===== config.mk =====
export PLATFORM = sky130hd
export DESIGN_NAME = conv_mac_sequencer
export DESIGN_NICKNAME = d
export VERILOG_FILES = /design/src/rtl/conv_pkg.sv /design/src/rtl/win_counter.sv /design/src/rtl/conv_mac_sequencer.sv
export SDC_FILE = /design/constraint.sdc
export NUM_CORES = 1
export LEC_CHECK = 0
export CAP_MARGIN = 0
export CORE_MARGIN = 2
export CORE_UTILIZATION = 45
export CTS_CLUSTER_DIAMETER = 30
export DETAILED_ROUTE_END_ITERATION = 16
export PLACE_DENSITY = 0.77
export SYNTH_ARGS = -nofsm -noshare
export SYNTH_HDL_FRONTEND = slang
export SYNTH_HIERARCHICAL = 1
export SYNTH_SLANG_ARGS = --single-unit

===== constraint.sdc =====
create_clock -name clk -period 3.4 [get_ports clk]
set_clock_uncertainty 0.15 [all_clocks]
set_input_delay 1.02 -clock clk [delete_from_list [all_inputs] [get_ports clk]]
set_output_delay 1.02 -clock clk [all_outputs]
set_load 0.02 [all_outputs]

===== src/rtl/conv_pkg.sv =====
// conv_pkg: shared definitions for the convolution sequencers.
//   - conv_state_e : FSM state encoding (IDLE, CLEAR, ACCUM, DRAIN, OUTPUT, DONE)
//   - DEF_*        : default geometry constants
//   - out_dim()    : output extent for stride 1, valid padding (OUT_W / OUT_H)
//   - taps()       : number of window taps (TAPS = K*K)
//   - cnt_w()      : counter width able to hold 0..n-1 (at least 1 bit)
package conv_pkg;

    typedef enum logic [2:0] {
        ST_IDLE   = 3'd0,
        ST_CLEAR  = 3'd1,
        ST_ACCUM  = 3'd2,
        ST_DRAIN  = 3'd3,
        ST_OUTPUT = 3'd4,
        ST_DONE   = 3'd5
    } conv_state_e;

    localparam int DEF_IMG_W   = 8;
    localparam int DEF_IMG_H   = 8;
    localparam int DEF_K       = 3;
    localparam int DEF_ADDR_W  = 8;
    localparam int DEF_WADDR_W = 4;
    localparam int DEF_COORD_W = 4;

    function automatic int out_dim(input int img, input int k);
        return img - k + 1;
    endfunction

    function automatic int taps(input int k);
        return k * k;
    endfunction

    function automatic int cnt_w(input int n);
        return (n > 1) ? $clog2(n) : 1;
    endfunction

endpackage


===== src/rtl/win_counter.sv =====
// win_counter: nested kr/kc tap counter over a KxK window, row-major order.
//   clk, rst  : clock, synchronous active-high reset
//   clr_i     : force the counter back to tap (0,0)
//   adv_i     : step to the next tap; after (K-1,K-1) it wraps to (0,0)
//   kr_o/kc_o : current tap coordinates
//   last_o    : current tap is (K-1,K-1)
module win_counter
    import conv_pkg::*;
#(
    parameter int K  = DEF_K,
    parameter int KW = cnt_w(K)
) (
    input  logic          clk,
    input  logic          rst,
    input  logic          clr_i,
    input  logic          adv_i,
    output logic [KW-1:0] kr_o,
    output logic [KW-1:0] kc_o,
    output logic          last_o
);

    logic [KW-1:0] kr_q;
    logic [KW-1:0] kc_q;

    always_ff @(posedge clk) begin
        if (rst || clr_i) begin
            kr_q <= '0;
            kc_q <= '0;
        end else if (adv_i) begin
            if (kc_q == KW'(K - 1)) begin
                kc_q <= '0;
                kr_q <= (kr_q == KW'(K - 1)) ? '0 : kr_q + 1'b1;
            end else begin
                kc_q <= kc_q + 1'b1;
            end
        end
    end

    assign kr_o   = kr_q;
    assign kc_o   = kc_q;
    assign last_o = (kr_q == KW'(K - 1)) && (kc_q == KW'(K - 1));

endmodule


===== src/rtl/conv_mac_sequencer.sv =====
// conv_mac_sequencer: sequences one shared MAC over every KxK window
// (stride 1, valid padding) of an IMG_H x IMG_W feature map.
//   clk, rst         : clock, synchronous active-high reset
//   start            : one-cycle pulse, begins a frame when idle
//   busy / done      : frame in progress / one-cycle completion pulse
//   ifm_addr         : feature-map read address (1-cycle read latency)
//   wgt_addr         : weight read address (1-cycle read latency)
//   mac_clr/en/last  : accumulator clear, accumulate, final accumulate
//   out_valid/ready  : result handshake; a transfer happens in a cycle
//                      where both are high, out_valid is held until then
//   out_row/out_col  : output position of the current result
//   stall_cnt        : (PERF_CNT_EN only) saturating count of cycles with
//                      out_valid=1 and out_ready=0, cleared on accepted start
//   dbg_state        : current FSM state
// Optional feature macro: PERF_CNT_EN.
module conv_mac_sequencer
    import conv_pkg::*;
#(
    parameter int IMG_W   = DEF_IMG_W,
    parameter int IMG_H   = DEF_IMG_H,
    parameter int K       = DEF_K,
    parameter int ADDR_W  = DEF_ADDR_W,
    parameter int WADDR_W = DEF_WADDR_W,
    parameter int COORD_W = DEF_COORD_W
) (
    input  logic               clk,
    input  logic               rst,
    input  logic               start,
    output logic               busy,
    output logic               done,
    output logic [ADDR_W-1:0]  ifm_addr,
    output logic [WADDR_W-1:0] wgt_addr,
    output logic               mac_clr,
    output logic               mac_en,
    output logic               mac_last,
    output logic               out_valid,
    input  logic               out_ready,
    output logic [COORD_W-1:0] out_row,
    output logic [COORD_W-1:0] out_col,
`ifdef PERF_CNT_EN
    output logic [15:0]        stall_cnt,
`endif
    output conv_state_e        dbg_state
);

    localparam int OUT_W = out_dim(IMG_W, K);
    localparam int OUT_H = out_dim(IMG_H, K);
    localparam int KW    = cnt_w(K);

    conv_state_e        state_q;
    logic [COORD_W-1:0] row_q, col_q;
    logic               busy_q, done_q, out_valid_q;
    logic               mac_clr_q, mac_en_q, mac_last_q;
    logic [ADDR_W-1:0]  ifm_addr_q;
    logic [WADDR_W-1:0] wgt_addr_q;
    logic               issued_last_q;   // the tap on the address bus is the window's last

    logic [KW-1:0]      kr, kc;
    logic               win_last;
    logic               win_adv;
    logic [ADDR_W-1:0]  ifm_addr_d;
    logic [WADDR_W-1:0] wgt_addr_d;

    // The tap counter always holds the tap to be issued at the next edge:
    // it sits at (0,0) in CLEAR and wraps back there after the last tap.
    assign win_adv = (state_q == ST_CLEAR) || ((state_q == ST_ACCUM) && !issued_last_q);

    win_counter #(.K(K), .KW(KW)) u_win (
        .clk    (clk),
        .rst    (rst),
        .clr_i  (state_q == ST_IDLE),
        .adv_i  (win_adv),
        .kr_o   (kr),
        .kc_o   (kc),
        .last_o (win_last)
    );

    assign ifm_addr_d = ADDR_W'((32'(row_q) + 32'(kr)) * 32'(IMG_W) + 32'(col_q) + 32'(kc));
    assign wgt_addr_d = WADDR_W'(32'(kr) * 32'(K) + 32'(kc));

    always_ff @(posedge clk) begin
        if (rst) begin
            state_q       <= ST_IDLE;
            row_q         <= '0;
            col_q         <= '0;
            busy_q        <= 1'b0;
            done_q        <= 1'b0;
            out_valid_q   <= 1'b0;
            mac_clr_q     <= 1'b0;
            mac_en_q      <= 1'b0;
            mac_last_q    <= 1'b0;
            ifm_addr_q    <= '0;
            wgt_addr_q    <= '0;
            issued_last_q <= 1'b0;
        end else begin
            mac_clr_q  <= 1'b0;
            mac_en_q   <= 1'b0;
            mac_last_q <= 1'b0;
            done_q     <= 1'b0;
            case (state_q)
                ST_IDLE: begin
                    if (start) begin
                        state_q   <= ST_CLEAR;
                        busy_q    <= 1'b1;
                        mac_clr_q <= 1'b1;
                        row_q     <= '0;
                        col_q     <= '0;
                    end
                end
                ST_CLEAR: begin
                    ifm_addr_q    <= ifm_addr_d;
                    wgt_addr_q    <= wgt_addr_d;
                    issued_last_q <= win_last;
                    state_q       <= ST_ACCUM;
                end
                ST_ACCUM: begin
                    // Data for the address shown now arrives next cycle.
                    mac_en_q <= 1'b1;
                    if (issued_last_q) begin
                        mac_last_q <= 1'b1;
                        state_q    <= ST_DRAIN;
                    end else begin
                        ifm_addr_q    <= ifm_addr_d;
                        wgt_addr_q    <= wgt_addr_d;
                        issued_last_q <= win_last;
                    end
                end
                ST_DRAIN: begin
                    out_valid_q <= 1'b1;
                    state_q     <= ST_OUTPUT;
                end
                ST_OUTPUT: begin
                    if (out_ready) begin
                        out_valid_q <= 1'b0;
                        if (col_q == COORD_W'(OUT_W - 1)) begin
                            col_q <= '0;
                            if (row_q == COORD_W'(OUT_H - 1)) begin
                                row_q   <= '0;
                                state_q <= ST_DONE;
                                done_q  <= 1'b1;
                                busy_q  <= 1'b0;
                            end else begin
                                row_q     <= row_q + 1'b1;
                                state_q   <= ST_CLEAR;
                                mac_clr_q <= 1'b1;
                            end
                        end else begin
                            col_q     <= col_q + 1'b1;
                            state_q   <= ST_CLEAR;
                            mac_clr_q <= 1'b1;
                        end
                    end
                end
                ST_DONE: begin
                    state_q <= ST_IDLE;
                end
                default: begin
                    state_q <= ST_IDLE;
                end
            endcase
        end
    end

`ifdef PERF_CNT_EN
    logic [15:0] stall_cnt_q;

    always_ff @(posedge clk) begin
        if (rst) begin
            stall_cnt_q <= '0;
        end else if ((state_q == ST_IDLE) && start) begin
            stall_cnt_q <= '0;
        end else if (out_valid_q && !out_ready && (stall_cnt_q != 16'hFFFF)) begin
            stall_cnt_q <= stall_cnt_q + 16'd1;
        end
    end

    assign stall_cnt = stall_cnt_q;
`endif

    assign busy      = busy_q;
    assign done      = done_q;
    assign ifm_addr  = ifm_addr_q;
    assign wgt_addr  = wgt_addr_q;
    assign mac_clr   = mac_clr_q;
    assign mac_en    = mac_en_q;
    assign mac_last  = mac_last_q;
    assign out_valid = out_valid_q;
    assign out_row   = row_q;
    assign out_col   = col_q;
    assign dbg_state = state_q;

endmodule

==> flow_summary.ini <==
[synth]
synth_area_per_cell_um2 = 9.012
synth_edf_count = 0
synth_top_area_share = 0.3649
yosys_most_used_dff = dfxtp_1
synthArstFlopShare = 0
mappedNetlistArea_mm2 = 0.001866
yosysWarnings = 6
yosysTopAreaCell = dfxtp_1
ys_ff_latch = 34
syn_nets = 226
synth.yosys.seq_area_share = 0.3649
ys_types = 54
syn_inst = 207
synth_top_cells_by_area = dfxtp_1 (36%), ha_1 (7.4%), fa_1 (4.3%), a21oi_1 (4.0%), nand2_1 (4.0%)

[timing]
tightest_slew_ns = 0.8373
rsz0062_at_grt = false
setup_ws_ns = 0.6187
setup_viol = 0
setup_tns_ns = 0
post-route-period-util = 0.8180
slew_viol_final = 0
fmax_mhz = 359.5
final.min_clock_period_ns = 2.781
final_hold_viol_count = 0
slew_headroom = 0.4375

[layout]
drive_gt1_frac = 0.07983
multiInputGateArea_mm2 = 0.001069
mostFrequentLayoutCells = dfxtp_1 (34), clkdlybuf4s50_1 (32), nand2_1 (20)
final_common_cell = dfxtp_1
fin_nets = 256
syn_to_final_growth_pct = 23.27
diodes = 0
regArea_um2 = 680.7
fillCellCount = 359

[detailed_routing]
drt-total-wl_um = 3739
viasPerCell = 5.424
drc = 0
dr.pass1.iters = 4
num_vias = 1562
wire_per_inst_um = 12.98
ant_nets = 0
drt_iter0_drc = 145

[place]
pre_cts_slack_ns = 0.4507
gp_congestion = 0.8257
portBuffers = 32
hpwl_um = 2666

[global_route]
grt.overflow.total = 0
grt_pass1_vias = 1404
grt_pass1_wl_um = 6320
antenna_found_initial = 0
track_usage = 0.1801
grt_max_degree = 23

[worst_setup_path]
critPathBufInv = 1
cp.required_ns = 2.23
path_cells = clkdlybuf4s50_1
crit_slowest_cell = clkdlybuf4s50_1
cp_slowest_stage_delay_ns = 0.70
arrival_ns = 1.61
path_delay_family = buffers and inverters
crit_fanout = 15
crit_path_start_kind = register
path_class = register to output pin
endpoint_kind = output pin

[floorplanning]
dieArea_mm2 = 0.004677
fp.dieH_um = 68.39
ios = 33
start_util = 0.4664
die_x_um = 68.39
floorplan.core_area_mm2 = 0.004000
rows = 23

[pwr]
powerDensity_mw_per_mm2 = 367.5
peakVddDrop_v = 0.0003500
power.total_mw = 0.8451
cellLeakagePower_nw = 0.8712

[clock_network]
post_cts_buffers = 0
clk_latency_ns = 0.29
cts_root_buf = clkbuf_8
cts_tree = built
cts-resized-gates = 0
clock_sinks = 34
htree_levels = 2
clock_path_buffers = 2
clk_pin_slew_ns = 0.07
cts_inserted_buffers = 5
hold_buffers = 0

[hold_path]
hold_class = register to register

[run]
max_cap_viol_count = 0

[status]
status = completed
Yosys cell counts (all sizes together), types with 2 or more instances:
master,number
o211ai,2
clkbuf,5
nor3b,2
a21oi,15
nand3,6
xor2,2
ha,11
nor2,10
a211oi,7
or3b,4
and3b,5
buf,7
or3,2
a31oi,3
a21o,4
inv,13
nor4,2
nand3b,2
and3,2
nand4,2
or4,4
o21ai,7
mux2,3
nand2,20
fa,4
nor3,5
nand2b,3
dfxtp,34
worst reg2reg max path, delay by kind of cell (launching register included):
kind	cells	cell delay, ns
compound gates	1	0.31
buf+inv	1	0.26
flops	1	0.59
mux	1	0.32
simple gates	2	0.63
logic make-up after synthesis:
group / after synthesis / share of synthesized area
fa+ha+maj: 15 / 0.1167
xor+xnor: 4 / 0.02616
flops: 34 / 0.3649
simple gates: 77 / 0.2394
mux: 4 / 0.02347
compound gates: 47 / 0.1670
buf+inv: 26 / 0.06237
worst paths after layout:
kind	startpoint	endpoint	slack (ns)	cells past startpoint
worst max-delay path	dbg_state[2]$_SDFFE_PP0P_	dbg_state[2]	0.62	1
worst min-delay path	ifm_addr[2]$_SDFFE_PP0P_	ifm_addr[2]$_SDFFE_PP0P_	0.31	2
worst max register to register	dbg_state[1]$_SDFFE_PP0P_	u_win/kr_o[0]$_SDFFE_PP0P_	1.02	5
worst min register to register	ifm_addr[2]$_SDFFE_PP0P_	ifm_addr[2]$_SDFFE_PP0P_	0.31	2
stage by stage:
step | utilization | cells | hold WS [ns] | instance area (um2)
4_1_cts | 0.5749 | 288 | 0.3185 | 2300
6_report | 0.5749 | 288 | 0.3117 | 2300
3_3_place_gp | 0.5521 | 280 | 0.2957 | 2208
2_1_floorplan | - | 207 | 0.3118 | 1866
5_1_grt | 0.5749 | 288 | 0.3278 | 2300
3_5_place_dp | 0.5521 | 280 | 0.3022 | 2208
registers in the layout (all words and copies together) (netlist names):
| register | flops |
|---|---|
| mac_clr | 1 |
| issued_last_q | 1 |
| out_row | 4 |
| out_col | 4 |
| busy | 1 |
| mac_en | 1 |
| mac_last | 1 |
| done | 1 |
| dbg_state | 3 |
| wgt_addr | 4 |
| u_win/kr_o | 2 |
| ifm_addr | 8 |
| u_win/kc_o | 2 |
| out_valid | 1 |
final cells by class:
type / count / share of cell area
timing repair buffer: 35 / 0.1491
tap: 50 / 0.02720
clock inverter: 1 / 0.002176
sequential: 34 / 0.2960
clock buffer: 7 / 0.03754
multi-input combinational: 147 / 0.4646
inverter: 14 / 0.02339
where the power goes:
group          total (mW)  switching [mW]  leakage [nW]  internal, mW
combinational       0.110          0.0649         0.547        0.0454
clock               0.311           0.148        0.0482         0.163
sequential          0.424          0.0126         0.276         0.411
per-layer routing:
| layer | up-vias | global-route usage | wire length, um |
|---|---|---|---|
| met5 | - | 0 | 0 |
| met4 | 0 | 0.04250 | 33 |
| met3 | 4 | 0.05921 | 173 |
| met2 | 31 | 0.2909 | 1725 |
| met1 | 726 | 0.2317 | 1807 |
| li1 | 801 | - | - |
Power figures use the tool's default switching activity.
